==> config.mk <==
export PLATFORM = sky130hd
export DESIGN_NAME = gbe_oflow_status_ctrl
export DESIGN_NICKNAME = d
export VERILOG_FILES = /design/src/rtl/gbe_oflow_status_ctrl.sv
export SDC_FILE = /design/constraint.sdc
export NUM_CORES = 1
export LEC_CHECK = 0
export ABC_CLOCK_PERIOD_IN_PS = 2600
export BUFFER_PORTS_ARGS = -buffer_cell sky130_fd_sc_hd__buf_2
export CAP_MARGIN = 20
export CORE_MARGIN = 3
export CORE_UTILIZATION = 40
export DETAILED_ROUTE_END_ITERATION = 12
export GPL_ROUTABILITY_DRIVEN = 0
export PLACE_DENSITY = 0.56
export SETUP_SLACK_MARGIN = 0.1
export SLEW_MARGIN = 30
export SYNTH_ARGS = -nofsm -noshare
export SYNTH_HDL_FRONTEND = slang
export SYNTH_SLANG_ARGS = --single-unit
==> constraint.sdc <==
create_clock -name i_user_clk -period 2.6 [get_ports i_user_clk]
set_input_delay 0.39 -clock i_user_clk [delete_from_list [all_inputs] [get_ports i_user_clk]]
set_output_delay 0.39 -clock i_user_clk [all_outputs]
set_load 0.02 [all_outputs]
==> src/rtl/gbe_oflow_status_ctrl.sv <==
// gbe_oflow_status_ctrl
// Gathers overflow levels from the 10GbE transmit cores. For each source it keeps
// a sticky flag and a saturating rising-edge counter. It drives one source's counter
// onto the 32-bit software status word, with the source picked by software or by a
// round-robin scan. A 4-phase req/ack handshake clears the counters and stickies.
//
// Clear handshake states:
//   state   | meaning
//   S_IDLE  | waiting for clr_req
//   S_CLEAR | one cycle: counters and stickies reload from this cycle's inputs
//   S_ACK   | clr_ack high, waiting for clr_req to drop
module gbe_oflow_status_ctrl #(
    parameter int N_SRC = 4,
    parameter int CNT_W = 16,
    parameter int DWELL = 1024
) (
    input  logic             i_user_clk,
    input  logic             i_user_rst_n,
    input  logic [N_SRC-1:0] i_oflow_in,
    input  logic             i_auto_scan,
    input  logic [2:0]       i_sel,
    input  logic             i_clr_req,
    output logic             o_clr_ack,
    output logic [31:0]      o_status_word
);

    localparam int              DW_W       = (DWELL > 1) ? $clog2(DWELL) : 1;
    localparam logic [CNT_W-1:0] CNT_MAX   = '1;
    localparam logic [DW_W-1:0] DWELL_LAST = DW_W'(DWELL - 1);
    localparam logic [2:0]      IDX_LAST   = 3'(N_SRC - 1);

    typedef enum logic [1:0] {
        S_IDLE  = 2'd0,
        S_CLEAR = 2'd1,
        S_ACK   = 2'd2
    } clr_state_t;

    clr_state_t        r_state;
    clr_state_t        w_state_nxt;
    logic              w_clear;
    logic              w_clr_ack;

    logic [N_SRC-1:0]  r_prev;
    logic [N_SRC-1:0]  r_sticky;
    logic [CNT_W-1:0]  r_cnt [N_SRC];
    logic [N_SRC-1:0]  w_evt;

    logic [DW_W-1:0]   r_dwell;
    logic [2:0]        r_scan_idx;
    logic [2:0]        w_idx;
    logic [15:0]       w_sel_cnt;
    logic [31:0]       w_status;
    logic [31:0]       r_status;

    // r_prev resets to 0, so a source that is already high right after reset counts as one event.
    assign w_evt = i_oflow_in & ~r_prev;
    assign w_idx = i_auto_scan ? r_scan_idx : i_sel;

    // Clear handshake state register.
    always_ff @(posedge i_user_clk or negedge i_user_rst_n) begin
        if (!i_user_rst_n) begin
            r_state <= S_IDLE;
        end else begin
            r_state <= w_state_nxt;
        end
    end

    // Next-state logic for the clear handshake. Ack depends only on the state, so reset drops it at once.
    always_comb begin
        w_state_nxt = r_state;
        w_clear     = 1'b0;
        w_clr_ack   = 1'b0;
        case (r_state)
            S_IDLE: begin
                if (i_clr_req) w_state_nxt = S_CLEAR;
            end
            S_CLEAR: begin
                w_clear     = 1'b1;
                w_state_nxt = S_ACK;
            end
            S_ACK: begin
                w_clr_ack = 1'b1;
                if (!i_clr_req) w_state_nxt = S_IDLE;
            end
            default: begin
                w_state_nxt = S_IDLE;
            end
        endcase
    end

    assign o_clr_ack = w_clr_ack;

    // Edge history, saturating counters and sticky flags. During a clear they reload from this cycle's inputs, so no event is lost.
    always_ff @(posedge i_user_clk or negedge i_user_rst_n) begin
        if (!i_user_rst_n) begin
            r_prev   <= '0;
            r_sticky <= '0;
            for (int i = 0; i < N_SRC; i++) begin
                r_cnt[i] <= '0;
            end
        end else begin
            r_prev   <= i_oflow_in;
            r_sticky <= w_clear ? i_oflow_in : (r_sticky | i_oflow_in);
            for (int i = 0; i < N_SRC; i++) begin
                if (w_clear) begin
                    r_cnt[i] <= w_evt[i] ? CNT_W'(1) : '0;
                end else if (w_evt[i] && (r_cnt[i] != CNT_MAX)) begin
                    r_cnt[i] <= r_cnt[i] + CNT_W'(1);
                end
            end
        end
    end

    // Round-robin dwell timer. Leaving auto-scan parks it at source 0, so re-entry starts there.
    always_ff @(posedge i_user_clk or negedge i_user_rst_n) begin
        if (!i_user_rst_n) begin
            r_dwell    <= '0;
            r_scan_idx <= '0;
        end else if (!i_auto_scan) begin
            r_dwell    <= '0;
            r_scan_idx <= '0;
        end else if (r_dwell == DWELL_LAST) begin
            r_dwell    <= '0;
            r_scan_idx <= (r_scan_idx == IDX_LAST) ? 3'd0 : r_scan_idx + 3'd1;
        end else begin
            r_dwell <= r_dwell + DW_W'(1);
        end
    end

    // Assemble the status word. An index with no matching source shows a zero count.
    always_comb begin
        w_sel_cnt = '0;
        for (int i = 0; i < N_SRC; i++) begin
            if (w_idx == 3'(i)) w_sel_cnt = 16'(r_cnt[i]);
        end
        w_status              = '0;
        w_status[31]          = |r_sticky;
        w_status[30:28]       = w_idx;
        w_status[20 +: N_SRC] = r_sticky;
        w_status[15:0]        = w_sel_cnt;
    end

    // Register the status word, one cycle behind the counter and sticky state.
    always_ff @(posedge i_user_clk or negedge i_user_rst_n) begin
        if (!i_user_rst_n) begin
            r_status <= '0;
        end else begin
            r_status <= w_status;
        end
    end

    assign o_status_word = r_status;

endmodule

==> results.yml <==
drt:
  drt_iter0_markers: 337
  routed.top_layer: "met4"
  wl_per_cell_um: 18.9
  vias: 4886
  wl_mm: 15.2
  m1WireLength_mm: 7.18
  drc: 0
  dr_wl_met3_um: 862
  vias_per_cell: 6.08
  drt-pass1-iter-count: 5
  antenna_left: 0
  route.met2.wl_mm: 6.96
die:
  start_util: 0.417
  fp.coreArea_sq_um: 14200
  row_count: 43
  io-pin-count: 44
  die_x_um: 128
  die_h_um: 128
  die-area_sq_um: 16300
grt:
  gr-usage-all-layers: 0.196
  grt_max_degree: 55
  grt_overflow_total: 0
  grt_pass1_vias: 4683
  grt_pass1_wl_mm: 25.2
  grt_antenna_before_repair: 0
placed_design:
  dp_slack_ns: 0.524
  io_buffers: 35
  dp_hpwl_mm: 10.9
status:
  status: "finished, final reports clean"
clock_tree:
  cts_resized: 0
  clk_path_buf_depth: 2
  clockRootBuffer: "clkbuf_16"
  h-tree-depth: 3
  clock_latency_ns: 0.36
  path_clk_slew_ns: 0.08
  cts.sinks: 111
  cts_tree: "yes"
  postCtsSetupBuffers: 0
  cts_hold_buf: 0
  numCtsBuffers: 9
timing:
  post-route-period-util: 0.826
  drv_slew: 0
  max_freq_ghz: 0.466
  setup_ws_ns: 0.453
  finalSetupTns_ns: 0
  final_hold_viol_count: 0
  setup_viol: 0
  max_slew_margin: 0.473
  worstMarginPinSlew_ns: 0.787
  rsz0062_at_grt: "no"
  clock_skew_ns: 0.00852
  fin_crit_ns: 2.15
power:
  switching_share: 0.318
  power_density_nw_per_um2: 655
  p_comb_frac: 0.184
  p_leak_nw: 2.74
  clkPwrFrac: 0.332
  p_int_w: 0.00296
  p_sw_w: 0.00138
  seqPwrFrac: 0.484
  vdd_ir_drop_max_mv: 0.535
critical_path:
  crit_type: "reg -> reg"
  critPathMaxFanout: 8
  critPathCapture: "r_cnt[31]"
  rr_endpoint: "r_cnt[31]"
  worstPathRequired_ns: 2.87
  cp-end-kind: "flip-flop"
  r2r_start: "r_cnt[18]"
  r2r_slack_ns: 0.45
  rr_worst_depth: 4
  cp-start-kind: "flip-flop"
  critPathLaunch: "r_cnt[18]"
  critPathArrivalTime_ns: 2.42
final_layout:
  final_layout_size_suffix_gt1_frac: 0.144
  fillers: 1325
  fin_util: 0.467
  diodes: 0
  nNetsFinal: 636
  areaGrowthSynthToFinish_pct: 12.0
yosys:
  syn_inst: 584
  avgSynthCellArea_sq_um: 10.1
  synth_top_area_cell: "dfrtp_1"
  synth-edff-count: 0
  ys_types: 52
  ys_ff_latch: 111
  netlist_area_sq_um: 5920
  synth_area_leaders: "dfrtp_1, mux4_2, a21oi_1"
  synth_ff_type: "dfrtp_1"
  synth_top_area_frac: 0.469
  synthArstFlopShare: 1.00
  yosysMostFrequentCell: "dfrtp_1"
  yosysSeqAreaShare: 0.469
  ys_top_cells_by_count: "dfrtp_1, nand2_1, a21oi_1"
  yosysWarnings: 0
worst_hold_path:
  hold_class: "in -> async"
flow_run:
  drv_cap: 0
==> kinds of logic (layout without fill, tap and decap cells) <==
kind of cell               Yosys count  in the layout  share of synthesized area
and+or+nand+nor                    263            263                      0.254
AOI/OAI and AO/OA                  126            126                      0.137
DFF                                111            111                      0.469
buffers and inverters               41             74                     0.0323
muxes                               29             29                     0.0841
xor gates and xnor gates             7              7                     0.0104
adders and majority gates            6              6                     0.0127
other                                1              8                   0.000633
==> cells in the final DEF (no fill, tap or decap), types with 3 or more instances in the layout <==
master and count:
ha_1 6, nand2b_1 13, nor3_1 12, mux4_2 15
nor2_1 23, nand3b_1 4, nand4b_1 3, nand4_1 24
nand2_1 51, inv_1 10, conb_1 8, a41o_1 4
buf_4 12, a21o_1 5, o31ai_1 15, o211ai_1 8
mux2i_1 12, dfrtp_1 111, and3_1 10, o311ai_0 5
nand3_1 30, and4_1 11, o41ai_1 6, a31oi_1 8
xnor2_1 6, clkbuf_16 9, buf_2 34, or3_1 14
o21ai_0 24, and2_1 6, a2111o_1 3, nor2b_1 24
a21oi_1 40, or4_1 18, nor4_1 6
==> power by group through the flow <==
stage / clock network (W) / registers (W) / logic, W
floorplan: 0 / 0.00208 / 0.000507
global placement: 0 / 0.00213 / 0.000796
detailed placement: 0 / 0.00213 / 0.000808
CTS: 0.00149 / 0.00210 / 0.000812
global route: 0.00156 / 0.00212 / 0.000897
finish: 0.00144 / 0.00210 / 0.000801
==> area by class of cell <==
| cell class | count | area, sq um | area share |
|---|---|---|---|
| inverter | 10 | 37.5 | 0.00566 |
| sequential | 111 | 2780 | 0.419 |
| clock buffer | 10 | 239 | 0.0360 |
| multi-input combinational | 439 | 2990 | 0.450 |
| tap | 180 | 225 | 0.0339 |
| clock inverter | 6 | 67.6 | 0.0102 |
| timing repair buffer | 48 | 300 | 0.0453 |
==> critical path: stages (launching register included) <==
cell and delay (ns):
dfrtp_1 0.52, nand3_2 0.14, or4_1 0.65, nor4b_1 0.48
mux2i_1 0.27
==> worst min path at each step <==
| stage | cells past startpoint | end | slack (ns) | from |
|---|---|---|---|---|
| after floorplan | 0 | o_status_word[0] | 0.09 | i_user_rst_n |
| after global placement | 0 | o_status_word[20] | 0.39 | r_sticky[0] |
| after detailed placement | 0 | o_status_word[23] | 0.39 | r_sticky[3] |
| after CTS | 1 | r_dwell[2] | 0.12 | i_user_rst_n |
| after global routing | 1 | r_dwell[9] | 0.15 | i_user_rst_n |
| final | 1 | r_dwell[9] | 0.08 | i_user_rst_n |
==> sequential cells by signal, indices dropped and copies added (netlist names) <==
register       count
r_scan_idx         3
r_dwell           10
o_status_word     24
r_prev             4
r_state            2
r_sticky           4
r_cnt             64
==> stage by stage <==
step	instance area [sq um]	instances	hold slack (ns)	power, W
finish	6640	804	0.0788	0.00434
detailed placement	6330	788	0.395	0.00294
global placement	6320	788	0.393	0.00292
floorplan	5950	591	0.0944	0.00259
CTS	6640	804	0.120	0.00440
global route	6640	804	0.148	0.00458
==> metal layers <==
metal  track usage  up-vias
met1         0.286     2431
met5             0        -
met4        0.0449        0
met2         0.300      152
li1              -     2292
met3        0.0442       11
Note: power is estimated with default switching activity, not from simulation.
